==> config.mk <==
export PLATFORM = sky130hd
export DESIGN_NAME = seven_seg_scan_ctrl
export DESIGN_NICKNAME = d
export VERILOG_FILES = /design/src/rtl/seven_seg_scan_ctrl_pkg.sv /design/src/rtl/seven_seg_scan_timer.sv /design/src/rtl/seven_seg_scan_ctrl.sv
export SDC_FILE = /design/constraint.sdc
export NUM_CORES = 1
export LEC_CHECK = 0
export BUFFER_PORTS_ARGS = -buffer_cell sky130_fd_sc_hd__buf_2
export CORE_MARGIN = 2
export CORE_UTILIZATION = 40
export DETAILED_ROUTE_END_ITERATION = 10
export PLACE_DENSITY = 0.69
export SLEW_MARGIN = 20
export SYNTH_ARGS = -nofsm -noshare
export SYNTH_HDL_FRONTEND = slang
export SYNTH_SLANG_ARGS = --single-unit
==> constraint.sdc <==
create_clock -name i_Clk -period 4.8 [get_ports i_Clk]
set_clock_uncertainty 0.1 [all_clocks]
set_input_delay 0.24 -clock i_Clk [delete_from_list [all_inputs] [get_ports i_Clk]]
set_output_delay 0.24 -clock i_Clk [all_outputs]
set_load 0.005 [all_outputs]
==> src/rtl/seven_seg_scan_ctrl_pkg.sv <==
// Shared definitions for the seven-segment scan controller.
//   - Default geometry: digit count, clocks per digit slot, blanking length.
//   - Scan state encoding (BLANK=0, SHOW=1).
package seven_seg_scan_ctrl_pkg;

  localparam int DEF_NUM_DIGITS   = 4;
  localparam int DEF_REFRESH_DIV  = 25000;
  localparam int DEF_BLANK_CYCLES = 16;

  typedef enum logic {
    ST_BLANK = 1'b0,
    ST_SHOW  = 1'b1
  } scan_state_e;

endpackage

==> src/rtl/seven_seg_scan_timer.sv <==
// Slot counter plus digit index for the scan controller.
// Ports:
//   i_Clk, i_Rst      clock, synchronous active-high reset
//   o_Digit_Idx       digit currently being scanned
//   o_Slot_Start      counter == 0 (first cycle of a slot)
//   o_Blank_Phase     counter < BLANK_CYCLES
//   o_Blank_Last      counter == BLANK_CYCLES-1 (next cycle starts SHOW)
//   o_Wrap            counter == REFRESH_DIV-1 (last cycle of a slot)
//   o_Frame_Last      wrap on the last digit (last cycle of a frame)
module scan_slot_timer
  import seven_seg_scan_ctrl_pkg::*;
#(
  parameter int NUM_DIGITS   = DEF_NUM_DIGITS,
  parameter int REFRESH_DIV  = DEF_REFRESH_DIV,
  parameter int BLANK_CYCLES = DEF_BLANK_CYCLES
) (
  input  logic                          i_Clk,
  input  logic                          i_Rst,
  output logic [$clog2(NUM_DIGITS)-1:0] o_Digit_Idx,
  output logic                          o_Slot_Start,
  output logic                          o_Blank_Phase,
  output logic                          o_Blank_Last,
  output logic                          o_Wrap,
  output logic                          o_Frame_Last
);

  localparam int CNT_W = $clog2(REFRESH_DIV);
  localparam int IDX_W = $clog2(NUM_DIGITS);
  localparam logic [CNT_W-1:0] CNT_LAST   = CNT_W'(REFRESH_DIV - 1);
  localparam logic [CNT_W-1:0] BLANK_END  = CNT_W'(BLANK_CYCLES - 1);
  localparam logic [CNT_W-1:0] BLANK_LEN  = CNT_W'(BLANK_CYCLES);
  localparam logic [IDX_W-1:0] IDX_LAST   = IDX_W'(NUM_DIGITS - 1);

  logic [CNT_W-1:0] cnt_q, cnt_d;
  logic [IDX_W-1:0] idx_q, idx_d;

  assign o_Digit_Idx   = idx_q;
  assign o_Slot_Start  = (cnt_q == '0);
  assign o_Blank_Phase = (cnt_q < BLANK_LEN);
  assign o_Blank_Last  = (cnt_q == BLANK_END);
  assign o_Wrap        = (cnt_q == CNT_LAST);
  assign o_Frame_Last  = o_Wrap && (idx_q == IDX_LAST);

  // Explicit wrap compare: REFRESH_DIV / NUM_DIGITS need not be powers of 2.
  always_comb begin
    cnt_d = cnt_q + 1'b1;
    idx_d = idx_q;
    if (o_Wrap) begin
      cnt_d = '0;
      idx_d = (idx_q == IDX_LAST) ? '0 : idx_q + 1'b1;
    end
  end

  always_ff @(posedge i_Clk) begin
    if (i_Rst) begin
      cnt_q <= '0;
      idx_q <= '0;
    end else begin
      cnt_q <= cnt_d;
      idx_q <= idx_d;
    end
  end

endmodule

==> src/rtl/seven_seg_scan_ctrl.sv <==
// Time-multiplexed seven-segment scan controller. Feeds one nibble per digit
// slot to an external registered hex decoder and drives a one-hot digit
// select with a leading blank gap per slot. New values are staged in a
// pending register and commit only on the last cycle of a frame.
// Ports:
//   i_Clk, i_Rst   clock, synchronous active-high reset
//   i_Load         load strobe, honoured when o_Ready=1
//   i_Value        display value, nibble k = digit k (digit 0 at LSB)
//   i_Lz_Blank     suppress leading zero digits (sampled per slot)
//   o_Ready        no load pending
//   o_Binary_Num   nibble to decoder input
//   o_Digit_Sel    one-hot digit enable, all zero while blanking
//   o_Frame_Done   pulse on the last cycle of each frame
module seven_seg_scan_ctrl
  import seven_seg_scan_ctrl_pkg::*;
#(
  parameter int NUM_DIGITS   = DEF_NUM_DIGITS,
  parameter int REFRESH_DIV  = DEF_REFRESH_DIV,
  parameter int BLANK_CYCLES = DEF_BLANK_CYCLES
) (
  input  logic                    i_Clk,
  input  logic                    i_Rst,
  input  logic                    i_Load,
  input  logic [4*NUM_DIGITS-1:0] i_Value,
  input  logic                    i_Lz_Blank,
  output logic                    o_Ready,
  output logic [3:0]              o_Binary_Num,
  output logic [NUM_DIGITS-1:0]   o_Digit_Sel,
  output logic                    o_Frame_Done
);

  localparam int IDX_W = $clog2(NUM_DIGITS);

  if (NUM_DIGITS < 2) begin : g_bad_digits
    $error("NUM_DIGITS must be at least 2");
  end
  if (BLANK_CYCLES < 2) begin : g_bad_blank
    $error("BLANK_CYCLES must be at least 2");
  end
  if (REFRESH_DIV <= BLANK_CYCLES) begin : g_bad_div
    $error("REFRESH_DIV must exceed BLANK_CYCLES");
  end

  logic [IDX_W-1:0] idx;
  logic             slot_start, blank_phase, blank_last, wrap, frame_last;

  scan_slot_timer #(
    .NUM_DIGITS  (NUM_DIGITS),
    .REFRESH_DIV (REFRESH_DIV),
    .BLANK_CYCLES(BLANK_CYCLES)
  ) u_timer (
    .i_Clk        (i_Clk),
    .i_Rst        (i_Rst),
    .o_Digit_Idx  (idx),
    .o_Slot_Start (slot_start),
    .o_Blank_Phase(blank_phase),
    .o_Blank_Last (blank_last),
    .o_Wrap       (wrap),
    .o_Frame_Last (frame_last)
  );

  // ---------------------------------------------------------------------
  // Value staging: pending -> active at frame boundary only.
  // ---------------------------------------------------------------------
  logic [NUM_DIGITS-1:0][3:0] active_q, active_d;
  logic [NUM_DIGITS-1:0][3:0] pend_q, pend_d;
  logic                       pend_vld_q, pend_vld_d;

  // Accept needs !pend_vld_q and commit needs pend_vld_q, so they never
  // fire together; a load on the frame-last cycle only reaches pending.
  always_comb begin
    active_d   = active_q;
    pend_d     = pend_q;
    pend_vld_d = pend_vld_q;
    if (frame_last && pend_vld_q) begin
      active_d   = pend_q;
      pend_vld_d = 1'b0;
    end
    if (i_Load && !pend_vld_q) begin
      pend_d     = i_Value;
      pend_vld_d = 1'b1;
    end
  end

  assign o_Ready = ~pend_vld_q;

  // Digit k is a leading zero when it and every digit above it are 0.
  // Digit 0 is never masked so a zero value still shows "0".
  logic [NUM_DIGITS-1:0] lz_mask;
  logic                  zero_above;

  always_comb begin
    lz_mask    = '0;
    zero_above = 1'b1;
    for (int k = NUM_DIGITS - 1; k >= 1; k--) begin
      zero_above = zero_above && (active_q[k] == 4'h0);
      lz_mask[k] = zero_above;
    end
  end

  // ---------------------------------------------------------------------
  // Per-slot datapath: nibble and suppression latch on the first blank
  // cycle so the decoder has settled before the select rises.
  // ---------------------------------------------------------------------
  logic [3:0] bin_q, bin_d;
  logic       supp_q, supp_d;

  always_comb begin
    bin_d  = bin_q;
    supp_d = supp_q;
    if (slot_start) begin
      bin_d  = active_q[idx];
      supp_d = i_Lz_Blank && lz_mask[idx];
    end
  end

  always_ff @(posedge i_Clk) begin
    if (i_Rst) begin
      active_q   <= '0;
      pend_q     <= '0;
      pend_vld_q <= 1'b0;
      bin_q      <= 4'h0;
      supp_q     <= 1'b0;
    end else begin
      active_q   <= active_d;
      pend_q     <= pend_d;
      pend_vld_q <= pend_vld_d;
      bin_q      <= bin_d;
      supp_q     <= supp_d;
    end
  end

  assign o_Binary_Num = bin_q;
  assign o_Frame_Done = frame_last;

  // ---------------------------------------------------------------------
  // Scan FSM: BLANK / SHOW, tracking the slot counter phase.
  // ---------------------------------------------------------------------
  scan_state_e state_q, state_d;

  always_ff @(posedge i_Clk) begin
    if (i_Rst) state_q <= ST_BLANK;
    else       state_q <= state_d;
  end

  always_comb begin
    state_d = state_q;
    if (blank_phase) state_d = blank_last ? ST_SHOW : ST_BLANK;
    else             state_d = wrap ? ST_BLANK : ST_SHOW;
  end

  logic [NUM_DIGITS-1:0] sel_onehot;
  assign sel_onehot = NUM_DIGITS'(1) << idx;

  always_comb begin
    o_Digit_Sel = '0;
    if (state_q == ST_SHOW && !supp_q) o_Digit_Sel = sel_onehot;
  end

endmodule

* Yosys cells after proc, flatten, opt, wreduce, memory -nomap -nowiden
Cells that the tools add are included.
** Word-level totals
- Register bits :: 56
- Bits in latches :: 0
- RAM bits :: 0
- Memory bits (read-only) :: 0
- Bits of input ports :: 20
- Output and inout bits :: 10
- Word-level logic and storage cells :: 49
- Memories :: 0
** Cells by class
- $add $sub $neg :: 2
- Multipliers :: 0
- Div/mod/pow operators :: 0
- $lt $le $gt $ge :: 2
- Eq/ne operators :: 3
- Shifts and indexed selects :: 1
- Muxes and demuxes :: 11
- Bitwise gates (word level) :: 1
- Reductions and logical operators :: 15
** Operators by type and width (count)
- $add 15x1->15 const B :: 1
- $eq 15x15->1 const B :: 1
- $eq 15x4->1 const B :: 1
- $logic_not 15->1 :: 1
- $lt 15x5->1 const B :: 1
- $logic_not 4->1 :: 3
- $bmux 4 s2 :: 1
- $mux 4 :: 2
- $logic_and 1x1->1 :: 7
- $mux 1 :: 6
- $shl 1x2->4 const A :: 1
- $lt 2x3->1 const B :: 1
- $add 2x1->2 const B :: 1
- $bmux 1 s2 :: 1
- $eq 2x2->1 const B :: 1
- $logic_not 1->1 :: 2
- $mux 2 :: 1
- $reduce_bool 2->1 :: 1
- $reduce_or 2->1 :: 1
- $not 1->1 :: 1

* Longest topological paths before layout
Gate-level depths: netlist (run 1).
- Word-level depth :: 6
- Gate-level depth with buffers :: 7

* Modules after synthesis
A second synthesis (run 1) with hierarchy kept.
** Second synthesis, totals
- Cells, all modules :: 283
- Area, all modules :: 2432.3 µm²
** By module, submodules not included
- seven_seg_scan_ctrl :: times used 1, cells an instance 187, area each 1565.3 µm², sequential area each 780.7 µm²
- scan_slot_timer :: times used 1, cells an instance 96, area each 867.1 µm², sequential area each 340.3 µm²

* Worst setup path after synthesis (run 1)
Ideal clock, no wire load.
- Kind :: reg-to-reg
- Start point :: reg u_timer.cnt_q[0]
- End point :: reg supp_q
- Library setup time :: 0.067 ns
- Data arrival time :: 2.112 ns
- Data required time :: 4.633 ns
- Slack :: 2.521 ns
- Cell stages (with the launch flop) :: 8
- Buffers on the path :: 1
- Cell sequence :: dfxtp_1 > inv_1 > ha_1 > or4b_2 > or4_4 > buf_6 > or3_1 > a21oi_2
** Between the ends
- Longest elaborated chain between the ends :: 1
** Ends and longest elaborated chain
- start, declared :: RTL line seven_seg_scan_timer.sv:34 : logic [CNT_W-1:0] cnt_q, cnt_d;
- start signal, assigned :: RTL line seven_seg_scan_timer.sv:59 : cnt_q <= cnt_d;
- $logic_not 15->1 :: RTL line seven_seg_scan_timer.sv:38 : assign o_Slot_Start = (cnt_q == '0);
- end signal, assigned :: RTL line seven_seg_scan_ctrl.sv:129 : supp_q <= supp_d;
- end, declared :: RTL line seven_seg_scan_ctrl.sv:106 : logic supp_q, supp_d;
Every way passes these cells.
A chain may end at the register's enable or synchronous reset.

* Worst setup path in the final report (run 1)
- Start point :: reg u_timer.cnt_q[6]
- End point :: reg u_timer.cnt_q[4]
** Between the ends
- Longest elaborated chain between the ends :: 2
** Ends and longest elaborated chain
- $eq 15x15->1 :: RTL line seven_seg_scan_timer.sv:41 : assign o_Wrap = (cnt_q == CNT_LAST);
- $reduce_or 2->1 (no line)
Every way passes these cells.

==> flow_results.org, run 1 <==
** Status
- The run finished with clean final reports.

** CTS
- The H-tree was split into 2 levels.
- Count of clock tree sinks :: 56
- Clock input transition at the sequential cells of the worst setup and hold paths :: 0.10 ns
- Number of buffers created by CTS :: 5
- TritonCTS clock tree :: yes
- After clock tree synthesis, the setup repair step added 0 buffers.
- Clk Tree Root Cell :: clkbuf_8
- Count of instances resized after the clock tree is built :: 0
- Later-pin clock latency in the skew report :: 0.31 ns
- The clock passes through at most 2 buffers.
- Hold_buf cts :: 0

** Place
- The count of buffers added on input and output ports is 29.
- Cell area after placement :: 2580 um2
- Half-perimeter wire length after placement :: 3320 um
- Placement-stage worst setup slack :: 2.20 ns
- At the end of routability-driven placement, the weighted congestion stood at 0.851.

** Global routing
- Aggregate global routing overflow :: 0
- Antenna violations before repair :: 0
- The via count of the first global-routing pass is 1759.
- Entering global routing, the biggest net connects 43 pins.
- The first global-routing pass estimated 8260 um of wire.
- In the global route stage, overall resource usage came out at 15.9%.

** Yosys
- Number of nets in the synthesized netlist :: 309
- Yosys top cell by area :: dfxtp_1
- In the synthesized netlist the dominant register cell turns out to be dfxtp_1.
- Count of flip-flops with a built-in enable after synthesis :: 0
- Average size of a mapped cell :: 8.54 um2
- The synthesized design devotes to its leading area cell type 46.4% of total area.
- The Yosys step of the flow raised 0 warnings.
- Synthesis instantiated 34 different standard cells from the library.
- In the synthesized netlist the async set-or-reset flop fraction comes to 0%.
- Share of synthesized area occupied by flip-flops and latches :: 46.4%
- Top-count cell post-synth :: dfxtp_1
- Gate count after technology mapping :: 283
- Counting flops and latches in the post-synthesis netlist gives 56.
- Post-Synthesis Cell Area :: 2420 um2
- By area the synthesized netlist is led by dfxtp_1, a21oi_1, nand2_1.
- List of most frequent post-synthesis cells :: dfxtp_1, nand2_1, a21oi_1

** Critical path
- Data on the critical path is required at its endpoint by 4.88 ns.
- STA classifies the critical path endpoint as a flip-flop.
- Arrival time of data at the critical path endpoint :: 2.67 ns
- Nature of the critical path startpoint :: flip-flop
- In this run the worst path has a maximum fanout of 20.
- Across all register-to-register paths, the minimum setup slack is 2.21 ns.
- The critical path in this run is classified as reg -> reg.

** Pwr
- VDD sags by at most 137 uV.
- Combinational logic is responsible for 5.4% of the overall power.
- Cell Pwr Density :: 309 nW/um2
- In this run the static leakage power is 1.00 nW.
- Per report_power, the sequential group accounts for 57.9% of the total.
- Switching portion of total power :: 22.0%
- For this design the total switching power over the nets is 0.183 mW.
- Portion of total power attributed to the clock network :: 36.8%
- Internal power comes to 0.649 mW.

** Timing
- Setup repair after global routing left no endpoint under its margin.
- Final min period :: 2.59 ns
- Maximum achievable frequency :: 387 MHz
- Setup violations remaining at the end of the flow were counted as 0.
- Fin. Hold Viols :: 0
- Transition at the pin with the smallest max-transition slack :: 0.957 ns
- In the finished design, the share of the clock period the worst path needs comes to 53.9%.
- The worst pin sits at a relative slew slack of 36.1%.
- Accumulated negative setup slack :: 0 ns
- Post-layout worst setup margin :: 2.21 ns
- Number of slew-limit violations in the final report :: 0

** Die
- The initialized floorplan defines 28 standard-cell rows.
- The die is 81.7 um wide.
- Full die area :: 6680 um2
- Initial cell density of the core :: 41.1%
- The core region is 5890 um2.
- I/O pin total :: 30
- The die is 81.7 um tall.

** Detailed routing
- Before antenna repair, the detailed router went through 4 iterations.
- Final wirelength :: 4730 um
- Remaining antenna violation count after routing :: 0
- # DRC :: 0
- Vias after detailed routing :: 1929
- Avg Vias per Cell :: 5.10
- Routed length per placed instance :: 12.5 um
- After the first detailed-routing iteration, the DRC count stood at 92.

** Cells and area
- After routing the design area is 2690 um2.
- Ant. Diodes :: 0
- Compared with the post-synthesis result, the final layout area differs by 11.4%.
- After the last flow step, the layout net total stands at 328.
- Fraction of final layout cells with drive strength greater than 1 :: 15.2%
- For this run, the share of the core covered by cells in the final layout is 45.7%.

** Worst hold path
- The worst hold path belongs to the class in -> reg.

** Job
- Max-cap violations in this run came to 0.
-- power groups by stage --
stage	Combinational, mW	Sequential, mW	Clock (mW)
final	0.0445	0.481	0.306
after detailed placement	0.0449	0.492	0
after global placement	0.0444	0.492	0
after CTS	0.0451	0.481	0.315
after floorplan	0.0348	0.490	0
after global routing	0.0518	0.483	0.333
-- per-stage QoR --
stage                     std cells  hold WS [ns]  power [mW]
final                           378        0.0555       0.832
after global routing            378        0.0495       0.868
after CTS                       378        0.0481       0.841
after detailed placement        370         0.347       0.537
after global placement          370         0.339       0.536
after floorplan                 283         0.276       0.525
-- final cells by class --
type | instances | area, um2
well taps | 75 | 93.8
inverters | 6 | 22.5
fillers | 598 | 3190
flip-flops and latches | 56 | 1120
clock buffers | 6 | 72.6
multi-input cells | 203 | 1190
clock inverters | 2 | 35.0
repair buffers | 30 | 153
-- kinds of logic after synthesis --
group / after synthesis / synth area share (%)
DFF: 56 / 46.4
xor gates and xnor gates: 11 / 3.99
buffers and inverters: 24 / 4.19
adders and majority gates: 6 / 3.11
AOI/OAI and AO/OA: 59 / 12.7
muxes: 8 / 5.38
and+or+nand+nor: 119 / 24.3
-- per-layer routing --
metal / vias up / track usage (%) / part of all wire [%]
met3: 5 / 2.64 / 3.9
met5: - / 0 / 0
met4: 0 / 7.00 / 1.2
met2: 39 / 22.7 / 41
li1: 1005 / - / -
met1: 880 / 23.3 / 54
-- worst paths after layout --
kind | startpoint | end | cells past startpoint
worst max-delay path | u_timer.cnt_q[6] | u_timer.cnt_q[4] | 4
worst min-delay path | i_Value[13] | pend_q[13] | 3
worst max register to register | u_timer.cnt_q[6] | u_timer.cnt_q[4] | 4
worst min register to register | pend_q[6] | pend_q[6] | 2
-- registers in the layout, summed over array words and instances (netlist names) --
signal,count
state_q,1
u_timer.o_Digit_Idx,2
o_Binary_Num,4
pend_q,16
active_q,16
pend_vld_q,1
u_timer.cnt_q,15
supp_q,1
-- placed cells by master, fill, tap and decap left out, types with 2 or more instances in the layout --
master	instances
mux2i_1	4
nand2b_1	2
nand4_1	3
nand3_1	22
or3_1	6
a21oi_1	36
mux4_2	4
nand2_1	41
xnor2_1	5
nor4_1	2
nor3_1	3
and2_1	7
or4_4	2
nor2b_1	2
and4_1	2
ha_1	6
o21ai_0	18
buf_2	29
nor3b_1	2
a31oi_1	2
inv_1	6
xor2_1	6
clkbuf_8	5
nor2_1	21
dfxtp_1	56
-- worst max-delay path, stage by stage, from the launching register on --
cell	delay [ns]
dfxtp_1	0.35
or4_4	0.57
or4_1	0.82
nand2b_1	0.52
nor2_1	0.10
No activity file was read; power rests on OpenSTA's default activity.
==> run 2, diff against run 1 <==
==> constraint.sdc (replaced) <==
create_clock -name i_Clk -period 2.7 [get_ports i_Clk]
set_clock_uncertainty 0.1 [all_clocks]
set_input_delay 0.135 -clock i_Clk [delete_from_list [all_inputs] [get_ports i_Clk]]
set_output_delay 0.135 -clock i_Clk [all_outputs]
set_load 0.005 [all_outputs]
==> run 2 against run 1 <==
  * First-iteration DRC count increased by 28%
  * Non-clock buffer count increased by 20
  * Design area increased by 6.4%
  * Total power increased by 70%
  * Critical path depth unchanged
  * Routed wire length increased by 5.3%
  * Clock power increased by 51%
  * Sequential share of layout area decreased by 2.5 points
  * Combinational power increased by 130%
==> flow_results.org, run 2 (same netlist as run 1, synthesis figures left out) <==
** Critical path
- Nature of the critical path startpoint :: flip-flop
- Among cell families on the critical path, the largest total delay comes from simple AND/OR/NAND/NOR gates.
- By startpoint and endpoint, the worst setup path is classified as reg -> reg.
- The worst setup path is captured at a flip-flop.
- Arrival time of data at the critical path endpoint :: 2.64 ns (-0.03 ns)
- Bufs and invs on worst path :: 0 (unchanged)
- Max stage delay cell, worst path :: or4_1
- Critical Path Fanout Max :: 20 (unchanged)
- The setup slack on the worst flop-to-flop path is 0.20 ns (-2.02 ns).
- Chain of cells forming the critical path :: or4_4 -> or4_1 -> or3_1 -> a21oi_1
- The worst path required time came to 2.83 ns (-2.05 ns).
- Longest individual stage delay on the worst path :: 0.81 ns (about the same)

** Cells and area
- Sequential cell area :: 1120 um2 (unchanged)
- Most frequent cells in the layout :: dfxtp_1, nand2_1, a21oi_1
- The number of nets in the layout is 348 (+6.1%).
- Largest registers :: active_q (16), pend_q (16), u_timer.cnt_q (15)
- The number of antenna diodes is 0 (unchanged).
- The library cell used most frequently in the layout, excluding fill and tap cells, is dfxtp_1.
- Number of standard cells in the layout, taps in and fillers out :: 398 (+5.3%)
- The fill cell total of the finished layout was 561 (-6.2%).
- Relative to the synthesized area, the layout overhead comes to 18.5%.
- The area used by multi-input combinational logic was 1190 um2 (unchanged).
- Fraction of final layout cells with drive strength greater than 1 :: 15.5% (+0.30 points)

** Pwr
- Psw :: 0.337 mW (+84%)
- The fraction of power consumed by the clock network was 32.5% (-4.3 points).
- Power share of the sequential group :: 60.3% (+2.4 points)
- Switching portion of total power :: 23.8% (+1.8 points)
- The static leakage is 1.08 nW (+7.3%).
- Cell Pwr Density :: 495 nW/um2 (+60%)
- Fraction of power consumed by combinational cells :: 7.1% (+1.7 points)
- Peak supply drop :: 247 uV (+80%)
- Internal :: 1.08 mW (+67%)

** Global routing
- Aggregate global routing overflow :: 0 (unchanged)
- The number of antenna violations at the first check in global routing was 0 (unchanged).
- Total global-route track usage :: 16.8% (+0.91 points)
- Wire length of the first global-routing pass :: 8780 um (+6.3%)
- Pin count of the biggest net entering global routing :: 33 (-23%)
- The via count of the first global-routing pass came to 1987 (+13%).

** Place
- Global placer's final weighted congestion :: 0.857 (+0.71%)
- Half-perimeter wire length after placement :: 3420 um (+3.0%)
- Number of placed instances, taps included :: 374 (+1.1%)
- The number of buffer cells added on primary ports was 29 (unchanged).

** Timing
- Fin crit share :: 92.7% (+39 points)
- Fin. Hold Viols :: 0 (unchanged)
- The relative slew slack came to 63.7% (+28 points).
- The fmax came to 399 MHz (+3.3%).
- Unrepaired setup endpoints after global routing :: no
- The transition time at the pin with the least slew margin came to 0.545 ns (-0.412 ns).
- The summed negative setup slack over all endpoints came to 0 ns (unchanged).
- WHS :: 0.00893 ns (-0.0466 ns)
- The number of setup violations in the final report was 0 (unchanged).
- The post-route minimum period came to 2.50 ns (-0.0833 ns).
- Number of slew-limit violations in the final report :: 0 (unchanged)

** CTS
- Number of buffers created by CTS :: 5 (unchanged)
- The post-CTS resize count came to 0 (unchanged).
- The tree is rooted in a clkbuf_8.
- Clock input transition at the sequential cells of the worst setup and hold paths :: 0.10 ns (about the same)
- Count of clock tree sinks :: 56 (unchanged)
- Later-pin clock latency in the skew report :: 0.31 ns (about the same)
- TritonCTS built the clock tree.
- The maximum buffer depth of the clock tree came to 2 (unchanged).
- The H-tree level count was 2 (unchanged).

** Detailed routing
- Avg Vias per Cell :: 5.10 (about the same)
- The total iterations of the first detailed-routing run came to 4 (unchanged).
- Routed length per placed instance :: 12.5 um (about the same)
- Vias after detailed routing :: 2030 (+5.2%)
- The number of nets with antenna violations after routing is 0 (unchanged).
- Final wirelength :: 4990 um (+5.3%)
- The number of remaining DRC errors is 0 (unchanged).
- The initial DRC count was 118 (+28%).

** Die
- The total number of placement rows was 28 (unchanged).
- The top-level I/O count is 30 (unchanged).
- The die height came to 81.7 um (unchanged).
- The starting utilization of the core area is 41.1% (unchanged).
- The horizontal die dimension was 81.7 um (unchanged).
- The area of the die was 6680 um2 (unchanged).
- The core box area was 5890 um2 (unchanged).

** Status
- Run status :: completed

** Job
- The count of maximum capacitance violations was 0 (unchanged).

** Worst hold path
- Path type of the worst min-delay path :: in -> reg
==> run 2: cell count changes in the layout (fill, tap and decap cells not counted) <==
cell	previous run	this run
clkinv_4	0	1
buf_4	1	5
clkinv_2	1	0
dlygate4sd3_1	0	16
clkinvlp_4	0	1
bufinv_16	1	0
==> run 2: what timing repair did <==
action                                 in CTS  in global routing
endpoints found under the hold margin      16                  0
hold buffers                               16                  0
setup buffers                               0                  0
==> run 2: cell type report <==
cell class,count,share of cell area [%]
clock inverters,2,0.568
multi-input cells,203,41.7
flip-flops and latches,56,39.1
clock buffers,6,2.53
inverters,6,0.786
repair buffers,50,12.0
well taps,75,3.28
==> run 2: worst paths after layout <==
path                          from                endpoint  cells after the start
hold reg to reg          pend_q[3]               pend_q[3]                      2
setup reg to reg  u_timer.cnt_q[4]  u_timer.o_Digit_Idx[0]                      4
hold / removal              i_Load              pend_vld_q                      3
setup / recovery  u_timer.cnt_q[4]  u_timer.o_Digit_Idx[0]                      4
==> run 2: power groups by stage <==
| stage | Combinational (mW) | Clock [mW] | Sequential, mW |
|---|---|---|---|
| 3_3_place_gp | 0.0818 | 0 | 0.874 |
| 2_1_floorplan | 0.0618 | 0 | 0.871 |
| 5_1_grt | 0.116 | 0.503 | 0.859 |
| 6_report | 0.101 | 0.461 | 0.855 |
| 4_1_cts | 0.102 | 0.470 | 0.855 |
| 3_5_place_dp | 0.0842 | 0 | 0.874 |
==> run 2: through the flow <==
| step | setup slack (ns) | instance area [um2] | total power [mW] | utilization, % |
|---|---|---|---|---|
| 3_5_place_dp | 0.215 | 2620 | 0.959 | 44.4 |
| 5_1_grt | 0.0963 | 2860 | 1.48 | 48.7 |
| 3_3_place_gp | 0.317 | 2620 | 0.956 | 44.4 |
| 6_report | 0.197 | 2860 | 1.42 | 48.7 |
| 4_1_cts | 0.189 | 2860 | 1.43 | 48.7 |
| 2_1_floorplan | 0.421 | 2420 | 0.933 | - |
==> run 2: per-layer routing <==
metal  track usage (%)  up-vias  part of all wire (%)
met5                 0        -                     0
met4              5.17        0                   1.4
met3              4.07        6                   3.1
met2              27.6       43                    45
met1              21.7      928                    50
li1                  -     1053                     -
==> run 2: worst register-to-register path: cells and delay by family (launching register included) <==
family / cells / cell delay, ns
simple gates: 3 / 1.79
flops: 1 / 0.36
compound gates: 1 / 0.18
==> run 3, diff against run 2 <==
--- a/config.mk
+++ b/config.mk
@@ -5,11 +5,15 @@
 export SDC_FILE = /design/constraint.sdc
 export NUM_CORES = 1
 export LEC_CHECK = 0
+export ABC_AREA = 1
 export BUFFER_PORTS_ARGS = -buffer_cell sky130_fd_sc_hd__buf_2
+export CELL_PAD_IN_SITES_DETAIL_PLACEMENT = 0
+export CELL_PAD_IN_SITES_GLOBAL_PLACEMENT = 1
+export CORE_ASPECT_RATIO = 2
 export CORE_MARGIN = 2
 export CORE_UTILIZATION = 40
 export DETAILED_ROUTE_END_ITERATION = 10
-export PLACE_DENSITY = 0.69
+export PLACE_DENSITY = 0.86
 export SLEW_MARGIN = 20
 export SYNTH_ARGS = -nofsm -noshare
 export SYNTH_HDL_FRONTEND = slang
==> run 3 against run 2 <==
  * Global-route usage shrank 1.1 points
  * Design area up 7.3%
  * First-iteration DRC count shrank 51%
  * Hold slack worse by 0.0079 ns
  * Routed wire length is 5.1% higher
  * Core utilization decreased by 1.5 points
  * Synthesized area is 9.9% higher
  * Non-clock buffer count down 11
  * Total power up 17%
  * Register-to-register slack better by 0.63 ns
  * Largest power group unchanged
  * Combinational power up 27%
  * Maximum frequency up 22%
==> flow_results.org, run 3 <==
** Global routing
- Antenna violations before repair :: 0 (unchanged)
- The wire length of the first global-routing pass was 8990 um (+2.4%).
- The maximum number of pins on one net before global-route repair was 41 (+24%).
- The global-route usage over all layers is 15.7% (-1.1 points).
- The via count of the first global-routing pass came to 2101 (+5.7%).
- Aggregate global routing overflow :: 0 (unchanged)

** Yosys
- Async S/R FF share, synth :: 0% (unchanged)
- For this run, the leading register cell type out of synthesis is dfxtp_1.
- Number of nets in the synthesized netlist :: 409 (+32%)
- The netlist area before placement was 2660 um2 (+9.9%).
- The top-area cell type share of the netlist area came to 42.2% (-4.2 points).
- nor2_1 is the most common cell in the netlist.
- The commonest cells after synthesis are nor2_1, nand2_1, dfxtp_1.
- Yosys top cell by area :: dfxtp_1
- The number of warning messages in the yosys log came to 0 (unchanged).
- Top cells by area, synth :: dfxtp_1, nor2_1, nand2_1
- The portion of the post-synthesis area used by sequential elements was 42.2% (-4.2 points).
- Average size of a mapped cell :: 6.94 um2 (-19%)
- Unique masters post-synth :: 28 (-18%)
- Count of flip-flops with a built-in enable after synthesis :: 0 (unchanged)
- Post-synthesis register bit count :: 56 (unchanged)
- Gate count after technology mapping :: 383 (+35%)

** Place
- The placed wire-length estimate after detailed placement came to 3790 um (+11%).
- The number of buffer cells added on primary ports came to 29 (unchanged).
- The routability congestion estimate from global placement came to 0.821 (-4.2%).
- Number of placed instances, taps included :: 488 (+30%)
- Placement-stage worst setup slack :: 0.814 ns (+0.599 ns)

** Pwr
- Fraction of power consumed by combinational cells :: 7.7% (+0.6 points)
- Cell Pwr Density :: 539 nW/um2 (+8.9%)
- The net switching power figure is 0.399 mW (+18%).
- The static leakage came to 1.31 nW (+22%).
- Switching portion of total power :: 24.1% (+0.30 points)
- Peak supply drop :: 550 uV (+120%)
- The sequential power share is 52.2% (-8.1 points).
- Internal :: 1.26 mW (+16%)
- Power, Total :: 1.66 mW (+17%)
- The fraction of power consumed by the clock network was 40.1% (+7.6 points).

** Detailed routing
- The number of remaining DRC errors is 0 (unchanged).
- The initial DRC count was 58 (-51%).
- Vias after detailed routing :: 2331 (+15%)
- Remaining antenna violation count after routing :: 0 (unchanged)
- Routed length per placed instance :: 10.4 um (-17%)
- Avg Vias per Cell :: 4.63 (-9.1%)
- The total iterations of the first detailed-routing run came to 5 (+1).
- Final wirelength :: 5240 um (+5.1%)

** Critical path
- Number of cell instances on the worst register-to-register path :: 5 (+1)
- The largest incremental delay on the critical path came to 0.63 ns (-0.18 ns).
- The endpoint arrival time on the critical path was 1.81 ns (-0.83 ns).
- The buffer and inverter count on the worst path is 2 (+2).
- STA classifies the critical path endpoint as an output port.
- The worst setup path is launched from a flip-flop.
- Chain of cells forming the critical path :: ha_1 -> inv_1 -> nor2_1 -> buf_2
- The largest fanout on the critical path is 18 (-10%).
- Reg-to-reg endpoint :: active_q[6]
- Number of gates on the worst path with buffers counted :: 4 (unchanged)
- By startpoint and endpoint, the worst setup path is classified as reg -> out.
- Max stage delay cell, worst path :: ha_1
- Required time worst endpoint :: 2.47 ns (-0.36 ns)
- FF-to-FF setup slack :: 0.83 ns (+0.63 ns)
- Dominant delay contributor by cell family on the critical path :: adder cells
- Worst R2R Start :: u_timer.o_Digit_Idx[0]

** Die
- The core box area is 6520 um2 (+11%).
- The area of the die came to 7350 um2 (+10%).
- The die height was 119 um (+46%).
- The top-level I/O count came to 30 (unchanged).
- The starting utilization of the core area is 40.8% (-0.29 points).
- Width of the chip :: 61.6 um (-25%)
- Std cell rows :: 42 (+50%)

** Timing
- Final min period :: 2.05 ns (-0.457 ns)
- Maximum achievable frequency :: 489 MHz (+22%)
- Number of slew-limit violations in the final report :: 0 (unchanged)
- Fin crit share :: 75.8% (-17 points)
- The worst hold slack came to 0.00107 ns (-0.00786 ns).
- The relative slew slack is 57.3% (-6.4 points).
- The number of setup violations in the final report came to 0 (unchanged).
- The summed negative setup slack over all endpoints came to 0 ns (unchanged).
- The final worst slack was 0.653 ns (+0.457 ns).
- Setup repair after global routing left no endpoint under its margin.
- Transition at the pin with the smallest max-transition slack :: 0.640 ns (+0.0958 ns)
- The number of hold-slack violations in the final timing report is 0 (unchanged).

** CTS
- The H-tree level count is 2 (unchanged).
- The total clock sinks is 56 (unchanged).
- Number of buffers created by CTS :: 5 (unchanged)
- TritonCTS clock tree :: yes
- The maximum buffer depth of the clock tree is 2 (unchanged).
- The later-pin clock latency in the skew report came to 0.30 ns (about the same).
- The post-CTS resize count came to 0 (unchanged).
- The clock slew seen by the registers of the worst setup and hold paths was 0.07 ns (-0.03 ns).
- Clk Tree Root Cell :: clkbuf_16

** Worst hold path
- The worst hold path begins at i_Value[8].
- Worst hold endpoint :: pend_q[8]
- Hold Path Stages :: 3 (unchanged)
- The worst hold path belongs to the class in -> reg.

** Cells and area
- The number of antenna diodes is 0 (unchanged).
- Compared with the post-synthesis result, the final layout area differs by 15.7%.
- The non-filler instance count after layout is 503 (+26%).
- Most frequent cells in the layout :: nor2_1, nand2_1, dfxtp_1
- The fraction of final layout cells with drive strength greater than 1 is 13.0% (-2.5 points).
- The area used by multi-input combinational logic was 1270 um2 (+6.1%).
- The library cell used most frequently in the layout, excluding fill and tap cells, is nor2_1.
- The largest registers in the layout are active_q (16), pend_q (16), u_timer.cnt_q (15).
- The number of nets in the layout came to 440 (+26%).
- The area occupied by registers is 1120 um2 (unchanged).
- FILL cells :: 726 (+29%)

** Status
- The run finished with clean final reports.

** Job
- The count of maximum capacitance violations was 0 (unchanged).
run 3: kinds of logic after synthesis:
kind of cell             Yosys count  share of synthesized area, %
AO/OA/AOI/OAI                     61                          11.6
XOR/XNOR                           3                         0.989
adder cells (fa/ha/maj)            6                          2.82
buffers and inverters             65                          10.1
flip-flops                        56                          42.2
AND/OR/NAND/NOR                  192                          32.3
run 3: worst reg2reg max path, stage by stage, from the launching register on:
cell	delay (ns)
dfxtp_1	0.50
ha_1	0.63
nand3_4	0.17
nor2_8	0.24
nor2_1	0.07
nor2_1	0.10
run 3: power groups by stage:
stage               logic (mW)  registers, mW  clock network [mW]
floorplan               0.0860          0.883                   0
global placement         0.122          0.883                   0
detailed placement       0.122          0.884                   0
CTS                      0.130          0.865               0.683
global route             0.154          0.868               0.715
finish                   0.128          0.865               0.665
run 3: metal layers:
layer / wire length, um / global-route usage (%)
met2: 2410 / 24.7
met4: 95 / 5.32
met3: 190 / 4.02
met1: 2540 / 20.2
met5: 0 / 0
run 3: what timing repair did:
item,4_1_cts,5_1_grt
setup buffers,0,0
endpoints found under the hold margin,7,0
hold buffers,7,0
run 3: stage by stage:
step	util [%]	area [um2]
after floorplan	-	2660
final	47.2	3070
after detailed placement	43.8	2850
after global routing	47.2	3070
after global placement	43.8	2850
after CTS	47.2	3070
run 3: how the worst max path moves through the flow:
| stage | start | end | slack [ns] |
|---|---|---|---|
| floorplan | u_timer.o_Digit_Idx[0] | active_q[7] | 1.20 |
| global placement | u_timer.o_Digit_Idx[0] | active_q[8] | 0.88 |
| detailed placement | u_timer.o_Digit_Idx[0] | active_q[13] | 0.81 |
| CTS | u_timer.o_Digit_Idx[0] | o_Digit_Sel[3] | 0.63 |
| global route | u_timer.o_Digit_Idx[0] | o_Digit_Sel[3] | 0.46 |
| finish | u_timer.o_Digit_Idx[0] | o_Digit_Sel[3] | 0.65 |
run 3: area by class of cell:
class / count / area share (%)
multi-input cells: 262 / 41.2
flip-flops and latches: 56 / 36.5
repair buffers: 39 / 7.73
inverters: 50 / 6.11
clock buffers: 5 / 4.07
well taps: 88 / 3.58
clock inverters: 3 / 0.814
